==> src/rtl/core_config_pkg.sv <==
// core_config_pkg: shared core configuration for the RV32I(+M) front end.
// Holds datapath widths, the instruction-field bit positions, the RV opcode
// field values, the opcodes_t operation enum, the dec_out_t decode bundle and
// a helper returning the reset value of that bundle.
package core_config_pkg;

  localparam int CFG_XLEN       = 32;
  localparam int CFG_IF_LEN     = 32;
  localparam int CFG_REG_ADDR_W = 5;
  localparam int PIPE_DEPTH_MAX = 3;

  // Instruction field positions
  localparam int OPCODE_MSB = 6;
  localparam int OPCODE_LSB = 0;
  localparam int RD_MSB     = 11;
  localparam int RD_LSB     = 7;
  localparam int FUNCT3_MSB = 14;
  localparam int FUNCT3_LSB = 12;
  localparam int RS1_MSB    = 19;
  localparam int RS1_LSB    = 15;
  localparam int RS2_MSB    = 24;
  localparam int RS2_LSB    = 20;
  localparam int FUNCT7_MSB = 31;
  localparam int FUNCT7_LSB = 25;

  // RV opcode field values
  localparam logic [6:0] OP_LUI    = 7'b0110111;
  localparam logic [6:0] OP_AUIPC  = 7'b0010111;
  localparam logic [6:0] OP_JAL    = 7'b1101111;
  localparam logic [6:0] OP_JALR   = 7'b1100111;
  localparam logic [6:0] OP_BRANCH = 7'b1100011;
  localparam logic [6:0] OP_LOAD   = 7'b0000011;
  localparam logic [6:0] OP_STORE  = 7'b0100011;
  localparam logic [6:0] OP_IMM    = 7'b0010011;
  localparam logic [6:0] OP_REG    = 7'b0110011;
  localparam logic [6:0] OP_FENCE  = 7'b0001111;
  localparam logic [6:0] OP_SYSTEM = 7'b1110011;

  // i_NOP is encoding 0 so an all-zero bundle reads as a NOP
  typedef enum logic [5:0] {
    i_NOP, i_LUI, i_AUIPC, i_JAL, i_JALR,
    i_BEQ, i_BNE, i_BLT, i_BGE, i_BLTU, i_BGEU,
    i_LB, i_LH, i_LW, i_LBU, i_LHU, i_SB, i_SH, i_SW,
    i_ADDI, i_SLTI, i_SLTIU, i_XORI, i_ORI, i_ANDI, i_SLLI, i_SRLI, i_SRAI,
    i_ADD, i_SUB, i_SLL, i_SLT, i_SLTU, i_XOR, i_SRL, i_SRA, i_OR, i_AND,
    i_MUL, i_MULH, i_MULHSU, i_MULHU, i_DIV, i_DIVU, i_REM, i_REMU,
    i_FENCE, i_ECALL, i_EBREAK, i_MRET,
    i_CSRRW, i_CSRRS, i_CSRRC, i_CSRRWI, i_CSRRSI, i_CSRRCI
  } opcodes_t;

  typedef struct packed {
    opcodes_t                  opcode;
    logic [CFG_REG_ADDR_W-1:0] rs1;
    logic [CFG_REG_ADDR_W-1:0] rs2;
    logic [CFG_REG_ADDR_W-1:0] rd;
    logic [CFG_XLEN-1:0]       imm;
    logic                      uses_rs1;
    logic                      uses_rs2;
    logic                      writes_rd;
    logic                      illegal;
  } dec_out_t;

  function automatic dec_out_t dec_out_rst();
    dec_out_t v;
    v        = '0;
    v.opcode = i_NOP;
    return v;
  endfunction

endpackage

==> src/rtl/decode_stage_if.sv <==
// decode_stage_if: fetch-side and issue-side handshake bundle of the decode
// stage. master = surrounding pipeline (fetch drives the instruction, issue
// drives o_ready); slave = decode_stage.
interface decode_stage_if #(
  parameter int XLEN       = core_config_pkg::CFG_XLEN,
  parameter int IF_LEN     = core_config_pkg::CFG_IF_LEN,
  parameter int REG_ADDR_W = core_config_pkg::CFG_REG_ADDR_W
) ();
  import core_config_pkg::*;

  logic                  i_valid;
  logic                  i_ready;
  logic [IF_LEN-1:0]     i_instr;
  logic [XLEN-1:0]       i_pc;
  logic                  flush;
  logic                  o_valid;
  logic                  o_ready;
  logic [XLEN-1:0]       o_pc;
  opcodes_t              opcode;
  logic [REG_ADDR_W-1:0] rs1;
  logic [REG_ADDR_W-1:0] rs2;
  logic [REG_ADDR_W-1:0] rd;
  logic [XLEN-1:0]       imm;
  logic                  uses_rs1;
  logic                  uses_rs2;
  logic                  writes_rd;
  logic                  illegal;

  modport master (
    output i_valid, i_instr, i_pc, flush, o_ready,
    input  i_ready, o_valid, o_pc, opcode, rs1, rs2, rd, imm,
           uses_rs1, uses_rs2, writes_rd, illegal
  );

  modport slave (
    input  i_valid, i_instr, i_pc, flush, o_ready,
    output i_ready, o_valid, o_pc, opcode, rs1, rs2, rd, imm,
           uses_rs1, uses_rs2, writes_rd, illegal
  );
endinterface

==> src/rtl/rv32_decode_comb.sv <==
// rv32_decode_comb: purely combinational RV32I(+M) decoder.
// Ports: instr (in, 32-bit word) -> dec (out, dec_out_t bundle).
// Parameter M_EXT: 1 decodes MUL/DIV/REM, 0 reports them illegal.
module rv32_decode_comb
  import core_config_pkg::*;
#(
  parameter bit M_EXT = 1'b1
) (
  input  logic [CFG_IF_LEN-1:0] instr,
  output dec_out_t              dec
);

  logic [6:0]          opf_s;
  logic [2:0]          f3_s;
  logic [6:0]          f7_s;
  logic [CFG_XLEN-1:0] i_imm_s;
  opcodes_t            op_s;
  logic [CFG_XLEN-1:0] imm_s;
  logic                has_rd_s, has_rs1_s, has_rs2_s, uimm_s, bad_s;

  assign opf_s   = instr[OPCODE_MSB:OPCODE_LSB];
  assign f3_s    = instr[FUNCT3_MSB:FUNCT3_LSB];
  assign f7_s    = instr[FUNCT7_MSB:FUNCT7_LSB];
  assign i_imm_s = {{20{instr[31]}}, instr[31:20]};

  // Operation, immediate and operand usage per opcode field
  always_comb begin
    op_s      = i_NOP;
    imm_s     = '0;
    has_rd_s  = 1'b0;
    has_rs1_s = 1'b0;
    has_rs2_s = 1'b0;
    uimm_s    = 1'b0;
    bad_s     = 1'b0;
    case (opf_s)
      OP_LUI, OP_AUIPC: begin
        op_s     = (opf_s == OP_LUI) ? i_LUI : i_AUIPC;
        has_rd_s = 1'b1;
        imm_s    = {instr[31:12], 12'h000};
      end
      OP_JAL: begin
        op_s     = i_JAL;
        has_rd_s = 1'b1;
        imm_s    = {{11{instr[31]}}, instr[31], instr[19:12], instr[20], instr[30:21], 1'b0};
      end
      OP_JALR: begin
        op_s      = i_JALR;
        has_rd_s  = 1'b1;
        has_rs1_s = 1'b1;
        imm_s     = i_imm_s;
        bad_s     = (f3_s != 3'b000);
      end
      OP_BRANCH: begin
        has_rs1_s = 1'b1;
        has_rs2_s = 1'b1;
        imm_s     = {{19{instr[31]}}, instr[31], instr[7], instr[30:25], instr[11:8], 1'b0};
        case (f3_s)
          3'b000:  op_s = i_BEQ;
          3'b001:  op_s = i_BNE;
          3'b100:  op_s = i_BLT;
          3'b101:  op_s = i_BGE;
          3'b110:  op_s = i_BLTU;
          3'b111:  op_s = i_BGEU;
          default: bad_s = 1'b1;
        endcase
      end
      OP_LOAD: begin
        has_rd_s  = 1'b1;
        has_rs1_s = 1'b1;
        imm_s     = i_imm_s;
        case (f3_s)
          3'b000:  op_s = i_LB;
          3'b001:  op_s = i_LH;
          3'b010:  op_s = i_LW;
          3'b100:  op_s = i_LBU;
          3'b101:  op_s = i_LHU;
          default: bad_s = 1'b1;
        endcase
      end
      OP_STORE: begin
        has_rs1_s = 1'b1;
        has_rs2_s = 1'b1;
        imm_s     = {{20{instr[31]}}, instr[31:25], instr[11:7]};
        case (f3_s)
          3'b000:  op_s = i_SB;
          3'b001:  op_s = i_SH;
          3'b010:  op_s = i_SW;
          default: bad_s = 1'b1;
        endcase
      end
      OP_IMM: begin
        has_rd_s  = 1'b1;
        has_rs1_s = 1'b1;
        imm_s     = i_imm_s;
        case (f3_s)
          3'b000:  op_s = i_ADDI;
          3'b010:  op_s = i_SLTI;
          3'b011:  op_s = i_SLTIU;
          3'b100:  op_s = i_XORI;
          3'b110:  op_s = i_ORI;
          3'b111:  op_s = i_ANDI;
          3'b001: begin
            op_s  = i_SLLI;
            bad_s = (f7_s != 7'b0000000);
          end
          3'b101: begin
            // instr[30] picks arithmetic vs logical; other funct7 bits must be 0
            op_s  = instr[30] ? i_SRAI : i_SRLI;
            bad_s = ({f7_s[6], f7_s[4:0]} != 6'b000000);
          end
          default: bad_s = 1'b1;
        endcase
      end
      OP_REG: begin
        has_rd_s  = 1'b1;
        has_rs1_s = 1'b1;
        has_rs2_s = 1'b1;
        case ({f7_s, f3_s})
          10'b0000000_000: op_s = i_ADD;
          10'b0100000_000: op_s = i_SUB;
          10'b0000000_001: op_s = i_SLL;
          10'b0000000_010: op_s = i_SLT;
          10'b0000000_011: op_s = i_SLTU;
          10'b0000000_100: op_s = i_XOR;
          10'b0000000_101: op_s = i_SRL;
          10'b0100000_101: op_s = i_SRA;
          10'b0000000_110: op_s = i_OR;
          10'b0000000_111: op_s = i_AND;
          10'b0000001_000: op_s = i_MUL;
          10'b0000001_001: op_s = i_MULH;
          10'b0000001_010: op_s = i_MULHSU;
          10'b0000001_011: op_s = i_MULHU;
          10'b0000001_100: op_s = i_DIV;
          10'b0000001_101: op_s = i_DIVU;
          10'b0000001_110: op_s = i_REM;
          10'b0000001_111: op_s = i_REMU;
          default:         bad_s = 1'b1;
        endcase
        if (f7_s == 7'b0000001) begin
          bad_s = bad_s | ~M_EXT;
        end else begin
          bad_s = bad_s;
        end
      end
      OP_FENCE: begin
        op_s  = i_FENCE;
        bad_s = (f3_s != 3'b000);
      end
      OP_SYSTEM: begin
        case (f3_s)
          3'b000: begin
            // Privileged ops carry no operands: rd, rs1 and imm stay 0
            case (instr[31:20])
              12'h000: op_s = i_ECALL;
              12'h001: op_s = i_EBREAK;
              12'h302: op_s = i_MRET;
              default: bad_s = 1'b1;
            endcase
          end
          3'b001, 3'b010, 3'b011: begin
            op_s      = (f3_s == 3'b001) ? i_CSRRW : (f3_s == 3'b010) ? i_CSRRS : i_CSRRC;
            has_rd_s  = 1'b1;
            has_rs1_s = 1'b1;
            imm_s     = i_imm_s;
          end
          3'b101, 3'b110, 3'b111: begin
            // rs1 field is a 5-bit uimm: passed through but not a register read
            op_s     = (f3_s == 3'b101) ? i_CSRRWI : (f3_s == 3'b110) ? i_CSRRSI : i_CSRRCI;
            has_rd_s = 1'b1;
            uimm_s   = 1'b1;
            imm_s    = i_imm_s;
          end
          default: bad_s = 1'b1;
        endcase
      end
      default: bad_s = 1'b1;
    endcase
    bad_s = bad_s | (instr == 32'h0000_0000) | (instr[1:0] != 2'b11);
  end

  // Assemble the bundle; illegal words collapse to a zeroed NOP
  always_comb begin
    dec = dec_out_rst();
    if (bad_s) begin
      dec.illegal = 1'b1;
    end else begin
      dec.opcode    = op_s;
      dec.rd        = has_rd_s ? instr[RD_MSB:RD_LSB] : 5'd0;
      dec.rs1       = (has_rs1_s | uimm_s) ? instr[RS1_MSB:RS1_LSB] : 5'd0;
      dec.rs2       = has_rs2_s ? instr[RS2_MSB:RS2_LSB] : 5'd0;
      dec.imm       = imm_s;
      dec.uses_rs1  = has_rs1_s;
      dec.uses_rs2  = has_rs2_s;
      dec.writes_rd = has_rd_s & (instr[RD_MSB:RD_LSB] != 5'd0);
    end
  end

endmodule

==> src/rtl/decode_stage.sv <==
// decode_stage: elastic RV32I(+M) decode pipeline between fetch and issue.
// Ports: clk, rst_n (async active-low); bus (decode_stage_if.slave) carrying
// i_valid/i_ready/i_instr/i_pc/flush and o_valid/o_ready/o_pc plus decoded
// opcode, rs1, rs2, rd, imm, uses_rs1, uses_rs2, writes_rd, illegal.
// Optional macro DECODE_PERF_CNT_EN adds cnt_decoded / cnt_illegal outputs
// (32-bit, wrapping, untouched by flush).
// PIPE_DEPTH register stages (1..PIPE_DEPTH_MAX); stage 0 captures the
// combinational decode, later stages copy, outputs come from the last stage.
module decode_stage
  import core_config_pkg::*;
#(
  parameter int XLEN       = CFG_XLEN,
  parameter int IF_LEN     = CFG_IF_LEN,
  parameter int REG_ADDR_W = CFG_REG_ADDR_W,
  parameter int PIPE_DEPTH = 2,
  parameter bit M_EXT      = 1'b1
) (
  input  logic clk,
  input  logic rst_n,
  decode_stage_if.slave bus
`ifdef DECODE_PERF_CNT_EN
  ,
  output logic [31:0] cnt_decoded,
  output logic [31:0] cnt_illegal
`endif
);

  localparam int LAST = PIPE_DEPTH - 1;

  logic [IF_LEN-1:0]     instr_s;
  dec_out_t              dec_s;
  logic [PIPE_DEPTH-1:0] valid_r;
  logic [PIPE_DEPTH-1:0] load_s;
  logic                  all_full_s;
  logic                  drain_s;
  dec_out_t              dec_r [PIPE_DEPTH];
  logic [XLEN-1:0]       pc_r  [PIPE_DEPTH];

  assign instr_s = bus.i_instr;

  rv32_decode_comb #(.M_EXT(M_EXT)) u_dec (
    .instr (instr_s),
    .dec   (dec_s)
  );

  // Stage k may load when any stage from k to the output is empty or the
  // head drains: bubbles collapse without waiting for downstream
  always_comb begin
    load_s     = '0;
    all_full_s = 1'b1;
    for (int k = 0; k < PIPE_DEPTH; k++) begin
      all_full_s = 1'b1;
      for (int j = k; j < PIPE_DEPTH; j++) begin
        all_full_s = all_full_s & valid_r[j];
      end
      load_s[k] = bus.o_ready | ~all_full_s;
    end
  end

  assign drain_s = valid_r[LAST] & bus.o_ready;

  // Stage valid bits and payload; flush empties every stage
  always_ff @(posedge clk or negedge rst_n) begin
    if (!rst_n) begin
      valid_r <= '0;
      for (int k = 0; k < PIPE_DEPTH; k++) begin
        dec_r[k] <= dec_out_rst();
        pc_r[k]  <= '0;
      end
    end else begin
      if (load_s[0]) begin
        dec_r[0] <= dec_s;
        pc_r[0]  <= bus.i_pc;
      end
      for (int k = 1; k < PIPE_DEPTH; k++) begin
        if (load_s[k]) begin
          dec_r[k] <= dec_r[k-1];
          pc_r[k]  <= pc_r[k-1];
        end
      end
      if (bus.flush) begin
        valid_r <= '0;
      end else begin
        if (load_s[0]) valid_r[0] <= bus.i_valid;
        for (int k = 1; k < PIPE_DEPTH; k++) begin
          if (load_s[k]) valid_r[k] <= valid_r[k-1];
        end
      end
    end
  end

  assign bus.i_ready   = load_s[0];
  assign bus.o_valid   = valid_r[LAST];
  assign bus.o_pc      = pc_r[LAST];
  assign bus.opcode    = dec_r[LAST].opcode;
  assign bus.rs1       = REG_ADDR_W'(dec_r[LAST].rs1);
  assign bus.rs2       = REG_ADDR_W'(dec_r[LAST].rs2);
  assign bus.rd        = REG_ADDR_W'(dec_r[LAST].rd);
  assign bus.imm       = XLEN'(dec_r[LAST].imm);
  assign bus.uses_rs1  = dec_r[LAST].uses_rs1;
  assign bus.uses_rs2  = dec_r[LAST].uses_rs2;
  assign bus.writes_rd = dec_r[LAST].writes_rd;
  assign bus.illegal   = dec_r[LAST].illegal;

`ifdef DECODE_PERF_CNT_EN
  // Handshake counters; a handshake in a flush cycle still counts
  always_ff @(posedge clk or negedge rst_n) begin
    if (!rst_n) begin
      cnt_decoded <= 32'd0;
      cnt_illegal <= 32'd0;
    end else if (drain_s) begin
      cnt_decoded <= cnt_decoded + 32'd1;
      if (dec_r[LAST].illegal) cnt_illegal <= cnt_illegal + 32'd1;
    end
  end
`endif

endmodule

==> src/flat_wrapper.sv <==
// flat-port wrapper written by rule: the top's interface ports become plain ports
module decode_stage_flat import core_config_pkg::*;
#(
  parameter int XLEN       = CFG_XLEN,
  parameter int IF_LEN     = CFG_IF_LEN,
  parameter int REG_ADDR_W = CFG_REG_ADDR_W,
  parameter int PIPE_DEPTH = 2,
  parameter bit M_EXT      = 1'b1
)
  (clk, rst_n, bus_i_valid, bus_i_instr, bus_i_pc, bus_flush, bus_o_ready, bus_i_ready, bus_o_valid, bus_o_pc, bus_opcode, bus_rs1, bus_rs2, bus_rd, bus_imm, bus_uses_rs1, bus_uses_rs2, bus_writes_rd, bus_illegal);
  decode_stage_if #(.XLEN(XLEN), .IF_LEN(IF_LEN), .REG_ADDR_W(REG_ADDR_W)) bus_i ();
  input  logic clk;
  input  logic rst_n;
  input wire logic [$bits(bus_i.i_valid)-1:0] bus_i_valid;
  input wire logic [$bits(bus_i.i_instr)-1:0] bus_i_instr;
  input wire logic [$bits(bus_i.i_pc)-1:0] bus_i_pc;
  input wire logic [$bits(bus_i.flush)-1:0] bus_flush;
  input wire logic [$bits(bus_i.o_ready)-1:0] bus_o_ready;
  output wire logic [$bits(bus_i.i_ready)-1:0] bus_i_ready;
  output wire logic [$bits(bus_i.o_valid)-1:0] bus_o_valid;
  output wire logic [$bits(bus_i.o_pc)-1:0] bus_o_pc;
  output wire logic [$bits(bus_i.opcode)-1:0] bus_opcode;
  output wire logic [$bits(bus_i.rs1)-1:0] bus_rs1;
  output wire logic [$bits(bus_i.rs2)-1:0] bus_rs2;
  output wire logic [$bits(bus_i.rd)-1:0] bus_rd;
  output wire logic [$bits(bus_i.imm)-1:0] bus_imm;
  output wire logic [$bits(bus_i.uses_rs1)-1:0] bus_uses_rs1;
  output wire logic [$bits(bus_i.uses_rs2)-1:0] bus_uses_rs2;
  output wire logic [$bits(bus_i.writes_rd)-1:0] bus_writes_rd;
  output wire logic [$bits(bus_i.illegal)-1:0] bus_illegal;
  assign bus_i.i_valid = bus_i_valid;
  assign bus_i.i_instr = bus_i_instr;
  assign bus_i.i_pc = bus_i_pc;
  assign bus_i.flush = bus_flush;
  assign bus_i.o_ready = bus_o_ready;
  assign bus_i_ready = bus_i.i_ready;
  assign bus_o_valid = bus_i.o_valid;
  assign bus_o_pc = bus_i.o_pc;
  assign bus_opcode = bus_i.opcode;
  assign bus_rs1 = bus_i.rs1;
  assign bus_rs2 = bus_i.rs2;
  assign bus_rd = bus_i.rd;
  assign bus_imm = bus_i.imm;
  assign bus_uses_rs1 = bus_i.uses_rs1;
  assign bus_uses_rs2 = bus_i.uses_rs2;
  assign bus_writes_rd = bus_i.writes_rd;
  assign bus_illegal = bus_i.illegal;
  decode_stage #(.XLEN(XLEN), .IF_LEN(IF_LEN), .REG_ADDR_W(REG_ADDR_W), .PIPE_DEPTH(PIPE_DEPTH), .M_EXT(M_EXT)) u_core (.clk(clk), .rst_n(rst_n), .bus(bus_i));
endmodule
==> config.mk <==
export PLATFORM = sky130hd
export DESIGN_NAME = decode_stage_flat
export DESIGN_NICKNAME = d
export VERILOG_FILES = /design/src/rtl/core_config_pkg.sv /design/src/rtl/decode_stage_if.sv /design/src/rtl/rv32_decode_comb.sv /design/src/rtl/decode_stage.sv /design/src/flat_wrapper.sv
export SDC_FILE = /design/constraint.sdc
export NUM_CORES = 1
export LEC_CHECK = 0
export ABC_CLOCK_PERIOD_IN_PS = 3400
export CORE_MARGIN = 4
export CORE_UTILIZATION = 50
export CTS_CLUSTER_DIAMETER = 50
export DETAILED_ROUTE_END_ITERATION = 12
export PLACE_DENSITY = 0.75
export SLEW_MARGIN = 25
export SYNTH_ARGS = -nofsm -noshare
export SYNTH_HDL_FRONTEND = slang
export SYNTH_HIERARCHICAL = 1
export SYNTH_SLANG_ARGS = --single-unit
==> constraint.sdc <==
create_clock -name clk -period 3.4 [get_ports clk]
set_input_delay 0.68 -clock clk [delete_from_list [all_inputs] [get_ports clk]]
set_output_delay 0.68 -clock clk [all_outputs]
set_load 0.05 [all_outputs]
Yosys cells after proc, flatten, opt, wreduce, memory -nomap -nowiden
Index checks and enable logic that the tools add are counted.
Word-level totals
  logic and storage cells: 133
  RAM bits: 0
  latch bits: 0
  register bits: 180
  memories: 0
  output and inout bits: 91
  ROM bits: 0
Cells by class
  equal/unequal tests: 38
  bitwise gates (word level): 9
  shifts and indexed selects: 0
  magnitude comparators: 0
  divide/modulo/power cells: 0
  reductions and logical operators: 25
  add/sub/neg operators: 0
  mux-type cells: 39
  multipliers: 0
Operators by type and width (number)
  one-hot mux 32 bit (6 select lines): 1
  one-hot mux 6 bit (18 select lines): 1
  equality test 10 x 4 -> 1 bit (second input constant): 8
  one-hot mux 6 bit (10 select lines): 1
  2-to-1 mux 56 bit: 1
  one-hot mux 6 bit (8 select lines): 1
  equality test 10 x 3 -> 1 bit (second input constant): 4
  one-hot mux 6 bit (3 select lines): 2
  zero test 32 bit: 1
  2-to-1 mux 32 bit: 1
  equality test 7 bit (second input constant): 4
  one-hot mux 4 bit (6 select lines): 1
  equality test 7 x 6 -> 1 bit (second input constant): 3
  OR reduction 3 bit: 7
  equality test 10 x 2 -> 1 bit (second input constant): 2
  equality test 10 x 9 -> 1 bit (second input constant): 2
  one-hot mux 4 bit (5 select lines): 1
  OR reduction 18 bit: 1
  OR reduction 6 bit: 3
  2-to-1 mux 1 bit: 15
  2-to-1 mux 5 bit: 3
  one-hot mux 5 bit (3 select lines): 1
  equality test 7 x 5 -> 1 bit (second input constant): 2
  equality test 12 x 1 -> 1 bit (second input constant): 1
  26 further kinds: 44

Longest topological paths before layout
  depth in word-level cells: 8
  gate-level depth with buffers: 11

By module
The synthesis kept the hierarchy.
By module, submodules not included
  decode_stage: cells an instance 468, instances 1, area each 8151.6 um^2
  rv32_decode_comb: cells an instance 297, instances 1, area each 1719.1 um^2

Least setup slack after synthesis
OpenSTA, ideal clock, no wires.
  path kind: input to register
  from: input bus_i_instr[3]
  to: register u_core/dec_r[57] (netlist bit)
  arrival time: 2.607 ns
  slack: 0.668 ns
  stages on the path: 11
  cell sequence: buf_4 > and4bb_2 > and3_1 > o311ai_1 > nand4b_1 > or3b_1 > clkbuf_1 > buf_6 > buf_12 > buf_4 > mux2_4
RTL lines
  start, declared: line flat_wrapper.sv:15  | input wire logic [$bits(bus_i.i_instr)-1:0] bus_i_instr;
  end signal, assigned by index: line decode_stage.sv:67  | dec_r[k] <= dec_out_rst();
  end signal, assigned by index: line decode_stage.sv:77  | dec_r[k] <= dec_r[k-1];
  end, declared: line decode_stage.sv:36  | dec_out_t dec_r [PIPE_DEPTH];

==> out/qor.yml <==
tns_ns: 0
rsz0062_at_grt: "false"
fin_crit_ns: 2.90
grt_max_degree: 91
htree_levels: 4
layout.area.seq_um2: 4500
hold_buffers: 0
synthSimpleGateAreaFrac: 0.0960
yosys.area.top_type: "dfrtp_1"
setup_viol: 0
cts_buffers: 17
routed_via_density: 5.35
fmax_mhz: 345
cts_resized: 0
end_kind: "flip-flop"
via_count: 6203
rr_endpoint: "u_core/dec_r[104]"
grt_usage: 0.211
p_int_mw: 3.63
cts_setup_buffers: 0
path_clk_slew_ns: 0.07
timing.final.ws_setup_ns: 0.501
cp.required_ns: 3.76
synthAdderAreaFrac: 0
wl_per_cell_um: 19.9
status: "finished, final reports clean"
post-route-util: 0.612
synth.area.mux_share: 0.272
worstReg2RegStart: "u_core/valid_r[1]"
ioPinCount: 160
cts_buffer_depth: 2
path_class: "in -> reg"
pwr-share-clk: 0.410
yosysMostFrequentCell: "dfrtp_1"
syn-num-nets: 834
diodes: 0
yosys_register_bits: 180
ys.flop_type: "dfrtp_1"
coreArea_um2: 19500
yosys.area.top_type_share: 0.456
syn_to_final_growth_pct: 20.8
worst_pin_slew_ns: 0.727
fin_crit_sh: 0.853
max-slew-margin-rel: 0.515
drv_cap: 0
critPathLaunch: "bus_i_instr[27]"
die_h_um: 149
synth-seq-area-share: 0.456
place_congestion: 0.961
die_w_um: 149
drc: 0
worstHoldPathType: "in -> async"
p_per_area_nw_per_um2: 408
async_flop_share: 1.00
drt-pass1-iter-count: 5
arrival_ns: 3.26
finClkSkew_ns: 0.00947
ys_types: 62
preCtsSetupSlack_ns: 0.0926
finalHoldViolCount: 0
antenna_found_initial: 1
drtIter0Drc: 357
synth_common_cells: "dfrtp_1, mux2_4, buf_4"
grt_pass1_vias: 6393
grt_pass1_wl_mm: 36.4
synth_top_family_by_area: "multiplexers"
synth-xor-area-share: 0.000887
start_kind: "primary input"
p_seq_frac: 0.458
synth_edf_count: 0
avgSynthCellArea_um2: 12.9
rows: 51
leakage_nw: 5.45
pwr-share-comb: 0.132
reg2reg_depth: 3
drv_slew: 0
p_total_mw: 4.87
clockRootBuffer: "clkbuf_16"
cts_sinks: 180
port_buffers: 159
final_nets: 950
totalWireLength_mm: 23.0
path_max_fanout: 20
switchingPower_mw: 1.24
initial_utilization: 0.507
ys_top_cells_by_area: "dfrtp_1, mux2_4, buf_4"
vdd_drop_max_uv: 292
ant_nets: 0
cts_tree: "yes"
multi_input_area_um2: 4270
synth_warnings: 6
synth_compound_area_frac: 0.0634
switching_share: 0.254
die_area_um2: 22100
clkLatencyLatePin_ns: 0.43
hpwl_mm: 16.6
final_layout_size_suffix_gt1_frac: 0.338
netlist_instances: 765
overflow: 0
r2r_slack_ns: 1.65
syn_area_um2: 9870
fillers: 1532
whs_ns: 0.212
==> placed cells by master, fill, tap and decap left out, types with 5 or more instances in the layout <==
| cell type | instances |
|---|---|
| dfrtp_1 | 180 |
| mux2_4 | 177 |
| clkdlybuf4s50_1 | 157 |
| buf_4 | 61 |
| nand2_1 | 48 |
| a21oi_1 | 46 |
| nor2_1 | 30 |
| clkbuf_16 | 17 |
| o21ai_0 | 16 |
| nor3_1 | 10 |
| nor2_4 | 9 |
| nor2b_1 | 8 |
| and3_1 | 8 |
| buf_12 | 7 |
| nor3b_1 | 7 |
| inv_1 | 6 |
| and2_1 | 5 |
| or2_2 | 5 |
| nand3_1 | 5 |
| nor4_1 | 5 |
| a22oi_1 | 5 |
==> worst max-delay path: stages <==
cell,delay [ns]
clkdlybuf4s50_1,0.49
nor4_2,0.37
nand2_1,0.12
o311ai_1,0.27
nand4b_1,0.14
or3b_2,0.57
buf_12,0.20
nor3b_1,0.23
mux2_4,0.19
==> through the flow <==
stage          area, um2  cells
3_3_place_gp       11300   1127
2_1_floorplan       9870    765
4_1_cts            11900   1159
3_5_place_dp       11300   1127
6_report           11900   1159
5_1_grt            11900   1159
==> how the worst max path moves through the flow <==
stage | endpoint | slack (ns)
floorplan | u_core/dec_r[57] | 0.67
global placement | u_core/dec_r[109] | -0.04
detailed placement | u_core/dec_r[109] | 0.09
CTS | u_core/dec_r[97] | 0.53
global route | u_core/dec_r[97] | 0.37
finish | u_core/dec_r[97] | 0.50
==> routing by layer <==
layer / share of wire / track usage / up-vias
met5: 0.00030 / 0 / -
met1: 0.46 / 0.302 / 3066
met3: 0.070 / 0.0521 / 30
met4: 0.018 / 0.0596 / 2
met2: 0.45 / 0.320 / 256
li1: - / - / 2849
==> flip-flops by register name, summed over array words and instances, names as in the netlist, 2 cells and up <==
register / count
u_core/bus.rs1: 5
u_core/bus.rd: 5
u_core/bus.imm: 32
u_core/pc_r: 32
u_core/bus.opcode: 6
u_core/bus.o_pc: 32
u_core/dec_r: 57
u_core/valid_r: 2
u_core/bus.rs2: 5
==> cell type report <==
cell class,instances,share of cell area
Inverter,7,0.00220
Clock buffer,20,0.0383
Multi-Input combinational cell,449,0.358
Timing Repair Buffer,226,0.183
Sequential cell,180,0.378
Tap cell,265,0.0278
Clock inverter,12,0.0126
==> cells by family after synthesis <==
logic type | Yosys count
muxes | 180
DFF | 180
and+or+nand+nor | 167
buffers and inverters | 136
AOI/OAI and AO/OA | 101
xor gates and xnor gates | 1
==> power groups by stage <==
| stage | Clock (mW) | Combinational, mW | Sequential, mW |
|---|---|---|---|
| after floorplan | 0 | 0.397 | 2.26 |
| after global placement | 0 | 0.643 | 2.27 |
| after detailed placement | 0 | 0.642 | 2.27 |
| after CTS | 2.06 | 0.645 | 2.23 |
| after global routing | 2.14 | 0.683 | 2.23 |
| final | 2.00 | 0.643 | 2.23 |
No activity file was read; power rests on OpenSTA's default activity.
